File: src/rtl/id_imm_stage_pkg.sv
// Shared definitions for the I-type decode stage: opcodes, width options and
// the stage state encoding.
package id_imm_stage_pkg;

    localparam logic [5:0] OP_ADDI  = 6'h08;
    localparam logic [5:0] OP_ADDIU = 6'h09;
    localparam logic [5:0] OP_SLTI  = 6'h0A;
    localparam logic [5:0] OP_SLTIU = 6'h0B;
    localparam logic [5:0] OP_ANDI  = 6'h0C;
    localparam logic [5:0] OP_ORI   = 6'h0D;
    localparam logic [5:0] OP_XORI  = 6'h0E;
    localparam logic [5:0] OP_LUI   = 6'h0F;

    // Supported datapath widths.
    localparam int DATA_W_NARROW = 32;
    localparam int DATA_W_WIDE   = 64;

    typedef enum logic [1:0] {
        ST_EMPTY = 2'd0,
        ST_FULL  = 2'd1,
        ST_STALL = 2'd2
    } stage_state_t;

endpackage

File: src/rtl/id_imm_stage_decode.sv
// Combinational I-type decode: register read request, operands and writeback
// fields for one instruction word.
module imm_itype_decode
    import id_imm_stage_pkg::*;
#(
    parameter int DATA_W = 32
) (
    input  logic [31:0]       inst,
    input  logic [DATA_W-1:0] rs_val,
    output logic              reg_read_en,
    output logic [4:0]        reg_addr,
    output logic [DATA_W-1:0] op1,
    output logic [DATA_W-1:0] op2,
    output logic              wen,
    output logic [4:0]        waddr,
    output logic              is_itype
);

    logic [5:0]  opcode;
    logic [4:0]  rs;
    logic [4:0]  rt;
    logic [15:0] imm;
    logic [31:0] lui_word;

    assign opcode   = inst[31:26];
    assign rs       = inst[25:21];
    assign rt       = inst[20:16];
    assign imm      = inst[15:0];
    assign lui_word = {imm, 16'h0000};

    // Opcode classification and immediate extension; LUI reads no register.
    always_comb begin
        is_itype    = 1'b0;
        reg_read_en = 1'b0;
        op2         = '0;
        case (opcode)
            OP_ANDI, OP_ORI, OP_XORI: begin
                is_itype    = 1'b1;
                reg_read_en = 1'b1;
                op2         = DATA_W'(imm);
            end
            OP_ADDI, OP_ADDIU, OP_SLTI, OP_SLTIU: begin
                is_itype    = 1'b1;
                reg_read_en = 1'b1;
                op2         = DATA_W'($signed(imm));
            end
            OP_LUI: begin
                is_itype    = 1'b1;
                op2         = DATA_W'($signed(lui_word));
            end
            default: begin
                is_itype    = 1'b0;
            end
        endcase
    end

    assign reg_addr = reg_read_en ? rs : 5'd0;
    assign op1      = reg_read_en ? rs_val : '0;
    assign wen      = is_itype;
    assign waddr    = is_itype ? rt : 5'd0;

endmodule

File: src/rtl/id_imm_stage.sv
// I-type decode stage: one-deep output register with valid/ready handshake,
// load-use stall detection and a saturating stall-cycle counter.
module id_imm_stage
    import id_imm_stage_pkg::*;
#(
    parameter int DATA_W         = 32,
    parameter bit LOAD_USE_CHECK = 1'b1,
    parameter int STALL_CNT_W    = 16
) (
    input  logic                   clk,
    input  logic                   rst,
    input  logic                   in_valid,
    output logic                   in_ready,
    input  logic [31:0]            inst,
    output logic                   reg_read_en,
    output logic [4:0]             reg_addr,
    input  logic [DATA_W-1:0]      rs_val,
    input  logic                   ex_load_pending,
    input  logic [4:0]             ex_load_addr,
    input  logic                   flush,
    output logic                   out_valid,
    input  logic                   out_ready,
    output logic [DATA_W-1:0]      out_op1,
    output logic [DATA_W-1:0]      out_op2,
    output logic                   out_wen,
    output logic [4:0]             out_waddr,
    output logic                   out_is_itype,
    output logic [STALL_CNT_W-1:0] stall_cnt
);

    logic [DATA_W-1:0] dec_op1;
    logic [DATA_W-1:0] dec_op2;
    logic              dec_wen;
    logic [4:0]        dec_waddr;
    logic              dec_is_itype;
    logic              hazard;
    logic              accept;
    logic              valid_q;
    logic              valid_next;
    stage_state_t      state;
    stage_state_t      state_next;

    imm_itype_decode #(.DATA_W(DATA_W)) u_decode (
        .inst        (inst),
        .rs_val      (rs_val),
        .reg_read_en (reg_read_en),
        .reg_addr    (reg_addr),
        .op1         (dec_op1),
        .op2         (dec_op2),
        .wen         (dec_wen),
        .waddr       (dec_waddr),
        .is_itype    (dec_is_itype)
    );

    // rs of zero never waits on a load: register zero is hard-wired.
    assign hazard = LOAD_USE_CHECK && in_valid && reg_read_en && ex_load_pending
                    && (ex_load_addr == inst[25:21]) && (inst[25:21] != 5'd0);

    assign in_ready  = !rst && !hazard && !flush && (!out_valid || out_ready);
    assign accept    = in_valid && in_ready;
    assign out_valid = (state == ST_FULL) || ((state == ST_STALL) && valid_q);

    // State and held-valid registers.
    always_ff @(posedge clk) begin
        if (rst) begin
            state   <= ST_EMPTY;
            valid_q <= 1'b0;
        end else begin
            state   <= state_next;
            valid_q <= valid_next;
        end
    end

    // Next-state logic; flush overrides hazard, hazard overrides handshake.
    always_comb begin
        valid_next = valid_q;
        state_next = state;
        if (flush)
            valid_next = 1'b0;
        else if (accept)
            valid_next = 1'b1;
        else if (out_ready)
            valid_next = 1'b0;

        case (state)
            ST_EMPTY: if (accept) state_next = ST_FULL;
            ST_FULL:  if (out_ready && !accept) state_next = ST_EMPTY;
            ST_STALL: state_next = valid_next ? ST_FULL : ST_EMPTY;
            default:  state_next = ST_EMPTY;
        endcase

        if (hazard)
            state_next = ST_STALL;
        if (flush)
            state_next = ST_EMPTY;
    end

    // Output register: zeroed on reset/flush, loaded on accept, else held.
    always_ff @(posedge clk) begin
        if (rst || flush) begin
            out_op1      <= '0;
            out_op2      <= '0;
            out_wen      <= 1'b0;
            out_waddr    <= 5'd0;
            out_is_itype <= 1'b0;
        end else if (accept) begin
            out_op1      <= dec_op1;
            out_op2      <= dec_op2;
            out_wen      <= dec_wen;
            out_waddr    <= dec_waddr;
            out_is_itype <= dec_is_itype;
        end
    end

    // Saturating count of load-use stall cycles.
    always_ff @(posedge clk) begin
        if (rst)
            stall_cnt <= '0;
        else if (hazard && (stall_cnt != {STALL_CNT_W{1'b1}}))
            stall_cnt <= stall_cnt + 1'b1;
    end

endmodule
File: config.mk
export PLATFORM = sky130hd
export DESIGN_NAME = id_imm_stage
export DESIGN_NICKNAME = d
export VERILOG_FILES = /design/src/rtl/id_imm_stage_pkg.sv /design/src/rtl/id_imm_stage_decode.sv /design/src/rtl/id_imm_stage.sv
export SDC_FILE = /design/constraint.sdc
export NUM_CORES = 1
export LEC_CHECK = 0
export CAP_MARGIN = 20
export CORE_MARGIN = 3
export CORE_UTILIZATION = 47
export CTS_CLUSTER_DIAMETER = 50
export DETAILED_ROUTE_END_ITERATION = 10
export GPL_ROUTABILITY_DRIVEN = 0
export GPL_TIMING_DRIVEN = 0
export PLACE_DENSITY = 0.87
export SLEW_MARGIN = 5
export SYNTH_ARGS = -nofsm -noshare
export SYNTH_HDL_FRONTEND = slang
export SYNTH_SLANG_ARGS = --single-unit
File: constraint.sdc
create_clock -name clk -period 4.35 [get_ports clk]
set_input_delay 0.6525 -clock clk [delete_from_list [all_inputs] [get_ports clk]]
set_output_delay 0.6525 -clock clk [all_outputs]
set_load 0.01 [all_outputs]
# Word level (Yosys, flattened, before mapping)
# Cells that the tools add are included.
# word_totals
in_bits	75
ff_bits	89
elab_cells	68
output_inout_bits	95
# classes
n_reduce_logical	29
add_sub_neg	1
n_mux	14
eq_ne	16
# op_table
operator	count
$pmux W32 S3	1
$eq A6 B4 Y1 const B	8
$mux W32	1
$add A16 B1 Y16 const B	1
$ne A16 B16 Y1 const B	1
$logic_and A1 B1 Y1	11
$mux W5	2
$reduce_or A8 Y1	1
$reduce_or A7 Y1	1
$mux W1	6
$mux W2	3
$pmux W2 S3	1
$reduce_or A3 Y1	2
$eq A5 B5 Y1	1
$logic_not A1 Y1	5
$reduce_bool A5 Y1	1
$reduce_and A2 Y1	2
$reduce_or A4 Y1	1
$logic_or A1 B1 Y1	3
$ne A3 B2 Y1 const B	1
$ne A3 B3 Y1 const B	1
$eq A2 B1 Y1 const B	1
$eq A2 B2 Y1 const B	1
$logic_not A2 Y1	1
3 further kinds	3

# Logic depth before layout (Yosys ltp)
# logic_depth
depth_word	17
ltp_mapped	9
depth_no_buf	5

# Cells and area by module
# Synthesis repeated with hierarchy kept, for this count alone.
# unflattened
hier_cells	571
hier_area_um2	4693.3
# modules_own_cells
module	area_per_inst_um2	cells_per_inst	seq_area_each_um2	n_inst
id_imm_stage	3619.7	453	1801.7	1
imm_itype_decode	1073.5	118	0.0	1

# Worst setup path after synthesis
# OpenSTA, ideal clock, no wires.
# synth_path
kind	input -> output
start	input inst[24]
end	output in_ready
arrival_ns	1.945
path_buffers	3
stages	7
slack_ns	1.752
required_ns	3.697
path_cell_list	nor4_1 o21bai_1 and4_1 buf_2 buf_6 buf_4 nor3_1
# synth_via
elab_chain_len	7
elab_cells_between_ends	8
cone_classes	eq/ne: 1; reduce/logical: 7
# synth_rtl
item	line	source
start: declaration	id_imm_stage.sv:14	input logic [31:0] inst,
$eq A5 B5 Y1	id_imm_stage.sv:57	&& (ex_load_addr == inst[25:21]) && (inst[25:21] != 5'd0);
$logic_and A1 B1 Y1	id_imm_stage.sv:57	
$logic_and A1 B1 Y1 *	id_imm_stage.sv:57	
$logic_not A1 Y1 *	id_imm_stage.sv:59	assign in_ready = !rst && !hazard && !flush && (!out_valid || out_ready);
$logic_and A1 B1 Y1 * (3 in a row)	id_imm_stage.sv:59	
end: declaration	id_imm_stage.sv:13	output logic in_ready,
# Mark *: on every way between the ends. The rest lies on a longest branch, timed or not.

# Final worst setup path
# layout_path
start	input inst[28]
end	output in_ready
# layout_via
elab_chain_len	11
elab_cells_between_ends	17
cone_classes	eq/ne: 7; mux: 1; reduce/logical: 9
# layout_rtl
item	line	source
$eq A6 B4 Y1	id_imm_stage_decode.sv:36	case (opcode)
$reduce_or A7 Y1 (no source line) *	--	
$mux W1 *	id_imm_stage_decode.sv:36	
$logic_and A1 B1 Y1 * (2 in a row)	id_imm_stage.sv:56	assign hazard = LOAD_USE_CHECK && in_valid && reg_read_en && ex_load_pending
$logic_and A1 B1 Y1 * (2 in a row)	id_imm_stage.sv:57	
$logic_not A1 Y1 *	id_imm_stage.sv:59	
$logic_and A1 B1 Y1 * (3 in a row)	id_imm_stage.sv:59	
# Marks and branches as above.

==> impl_metrics.csv <==
group,metric,value,unit
status,status,"completed",
synthesis,syn_inst,474,
job,timing.max_cap.violations,0,
floorplanning,die_h,99.76,um
global_routing,grt_overflow,0,
sta,maxSlewHeadroom,0.6271,
floorplanning,io_pins,170,
global_routing,grt_pass1_wl,21.33,mm
setup_path,cpPeakStageDelay,0.57,ns
clocking,root_buffer,"clkbuf_8",
sta,setup_tns,0,ns
layout,layout-drive-gt1-share,0.06677,
layout,nets,730,
drt,drc,0,
synthesis,ys_warn_count,0,
setup_path,crit_buf_inv,6,
sta,timing.hold.ws,0.4682,ns
placement,post-dp-hpwl,9.950,mm
synthesis,synth_xor_area_frac,0.008480,
layout,syn2layout_area_growth,48.79,%
synthesis,synth-main-ff-cell,"dfxtp_1",
sta,fin_crit,3.816,ns
floorplanning,dieWidth,99.76,um
drt,drtAntennaViolNets,0,
synthesis,synth-seq-cells,89,
layout,insertedDiodeCount,0,
synthesis,synth_compound_area_frac,0.2226,
power_and_ir_drop,leakage,2.069,nW
power_and_ir_drop,vdd_drop_max,184.0,uV
floorplanning,core_area,0.008382,mm2
global_routing,grt_usage,0.2638,
clocking,htreeDepth,3,
drt,vias_per_cell,5.796,
synthesis,synth_nets,550,
placement,numPortBuffers,169,
synthesis,synth_fa_ha_area_frac,0.003028,
sta,drv_slew,0,
synthesis,synth-simple-area-share,0.2523,
clocking,cts_resized,0,
setup_path,crit_slowest_cell,"clkdlybuf4s50_1",
drt,wire_per_inst,17.23,um
synthesis,yosysUniqueCellTypes,42,
clocking,clk-insertion-delay-late,0.35,ns
drt,dr_total_vias,4428,
clocking,clock_path_buffers,2,
setup_path,path_cells,"clkdlybuf4s50_1 -> nand3_1 -> and2_1 -> buf_4 -> and4_1 -> buf_2 -> buf_6 -> buf_4 -> nor3_1 -> clkdlybuf4s50_1",
setup_path,crit_path_start_kind,"primary input",
worst_hold_path,hp-start,"out_waddr[0]",
clocking,cts_tree,"built",
floorplanning,row_count,33,
synthesis,synth_async_sr_flop_share,0,
setup_path,crit_family,"buffers and inverters",
synthesis,synth_top_family_by_area,"simple AND/OR/NAND/NOR gates",
global_routing,antenna_found_initial,0,
clocking,clk_pin_slew,0.10,ns
drt,first_pass_iters,5,
sta,worst_pin_slew,0.5453,ns
sta,clock.fmax,0.2621,GHz
synthesis,synth_area,0.004131,mm2
floorplanning,die_area,0.009951,mm2
layout,finalNonFillerCells,764,
sta,skew,0.01399,ns
setup_path,crit_path_end_kind,"output port",
clocking,clock-sinks,89,
drt,initialDrtViolationCount,140,
clocking,cts_setup_buffers,0,
setup_path,crit_type,"in -> out",
clocking,cts-buffers-inserted,9,
drt,routed_wl,13.16,mm
power_and_ir_drop,pwr_density_cell,253.8,mW/mm2
worst_hold_path,hold_path.class,"reg -> reg",
synthesis,muxShareOfSynthArea,0.01514,
synthesis,ys_seq_area_frac,0.4313,
synthesis,avgSynthCellArea,8.716,um2
global_routing,grt_pass1_vias,4306,
setup_path,crit_required,3.70,ns
floorplanning,start_util,0.4929,
setup_path,cp_max_fo,10,
sta,grt_setup_unrepaired,"false",
placement,dp_cells,748,
setup_path,critPathLaunch,"inst[28]",
setup_path,critical_path_arrival,3.16,ns
sta,period_share,0.8772,
clocking,hold_buffers,0,
setup_path,reg2reg_from,"state[0]",
sta,setup_violations,0,
synthesis,synth_edf_count,0,
global_routing,grt_max_degree,16,
sta,finalHoldViolCount,0,
-- layout make-up --
type	instances	area, um2
Buffer	53	262.8
Clock buffer	10	127.6
Clock inverter	6	65.06
Fill cell	661	2235
Inverter	4	15.01
Multi-Input combinational cell	328	2072
Sequential cell	89	1782
Tap cell	105	131.4
Timing Repair Buffer	169	1692
-- per-stage QoR --
step	setup WS [ns]	utilization	instance area, um2	power [mW]
3_5_place_dp	0.5520	0.7104	5954	1.007
5_1_grt	0.3967	0.7334	6147	1.617
4_1_cts	0.5473	0.7334	6147	1.566
2_1_floorplan	1.752	-	4131	0.9015
6_report	0.5343	0.7334	6147	1.560
3_3_place_gp	0.5939	0.7104	5954	1.004
-- Yosys cell counts (all sizes together) (2+ instances only) --
cell     instances  area share
xor2             4      0.0085
dfxtp           89        0.43
or3              2      0.0030
and3             9       0.016
nand4            5       0.011
nor3            59       0.074
a2111oi         15       0.032
mux2             2      0.0055
o21ai            2      0.0024
buf             22       0.035
a21oi           17       0.021
inv              4      0.0036
nand2           80       0.073
mux2i            4      0.0097
and4             4      0.0085
nor2             5      0.0045
or4             11       0.020
and2             2      0.0030
clkbuf          31       0.028
nand3           12       0.015
a31o            66        0.14
nand3b           4      0.0073
nor2b            3      0.0045
o31ai           11       0.020
nand2b           2      0.0030
-- cell families after synthesis --
| group | count (synthesis) |
|---|---|
| buffers and inverters | 57 |
| XOR/XNOR | 4 |
| adder cells (fa/ha/maj) | 1 |
| AND/OR/NAND/NOR | 202 |
| flip-flops | 89 |
| AO/OA/AOI/OAI | 115 |
| multiplexers | 6 |
-- routing by layer --
metal,up-vias,share of wire,wire length (um),GRT usage
met5,-,0,0,0
met4,0,0.027,351,0.09244
met3,24,0.086,1126,0.06381
met2,201,0.49,6450,0.4572
met1,2092,0.40,5231,0.3173
li1,2111,-,-,-
-- registers in the layout, indices dropped and copies added (netlist names) --
| register | flops |
|---|---|
| state | 2 |
| out_op1 | 32 |
| out_waddr | 5 |
| stall_cnt | 16 |
| valid_q | 1 |
| out_is_itype | 1 |
| out_op2 | 32 |
-- tightest hold or removal path, cell delays in order, from the launching register on --
cell and delay, ns:
dfxtp_1 0.32, nand2_1 0.05, mux2i_1 0.06
-- cell usage in the layout (no fill, tap or decap), drive strengths merged, types with 2 or more instances in the layout --
cell,instances
nor2,5
a21oi,17
clkinv,2
and2,2
mux2i,4
xor2,4
and4,4
dfxtp,89
and3,9
nand2,80
clkdlybuf4s50,169
a2111oi,15
buf,22
nor2b,3
o31ai,11
nand2b,2
clkbuf,41
nand3b,4
a31o,66
or3,2
nor3,59
nand4,5
or4,11
o21ai,2
inv,6
mux2,2
nand3,12
-- where the power goes --
part / total (mW) / internal (mW) / leakage (nW) / switching, mW
sequential: 0.821 / 0.818 / 0.717 / 0.00267
clock: 0.571 / 0.268 / 0.0971 / 0.302
combinational: 0.168 / 0.0897 / 1.25 / 0.0787
total: 1.56 / 1.18 / 2.07 / 0.384
-- worst paths after layout --
check	slack, ns	cells past startpoint	endpoint
max reg2reg	2.19	7	out_op1[0]
max	0.53	10	in_ready
min reg2reg	0.47	2	out_waddr[0]
min	0.47	2	out_waddr[0]
No activity file was read; power rests on OpenSTA's default activity.
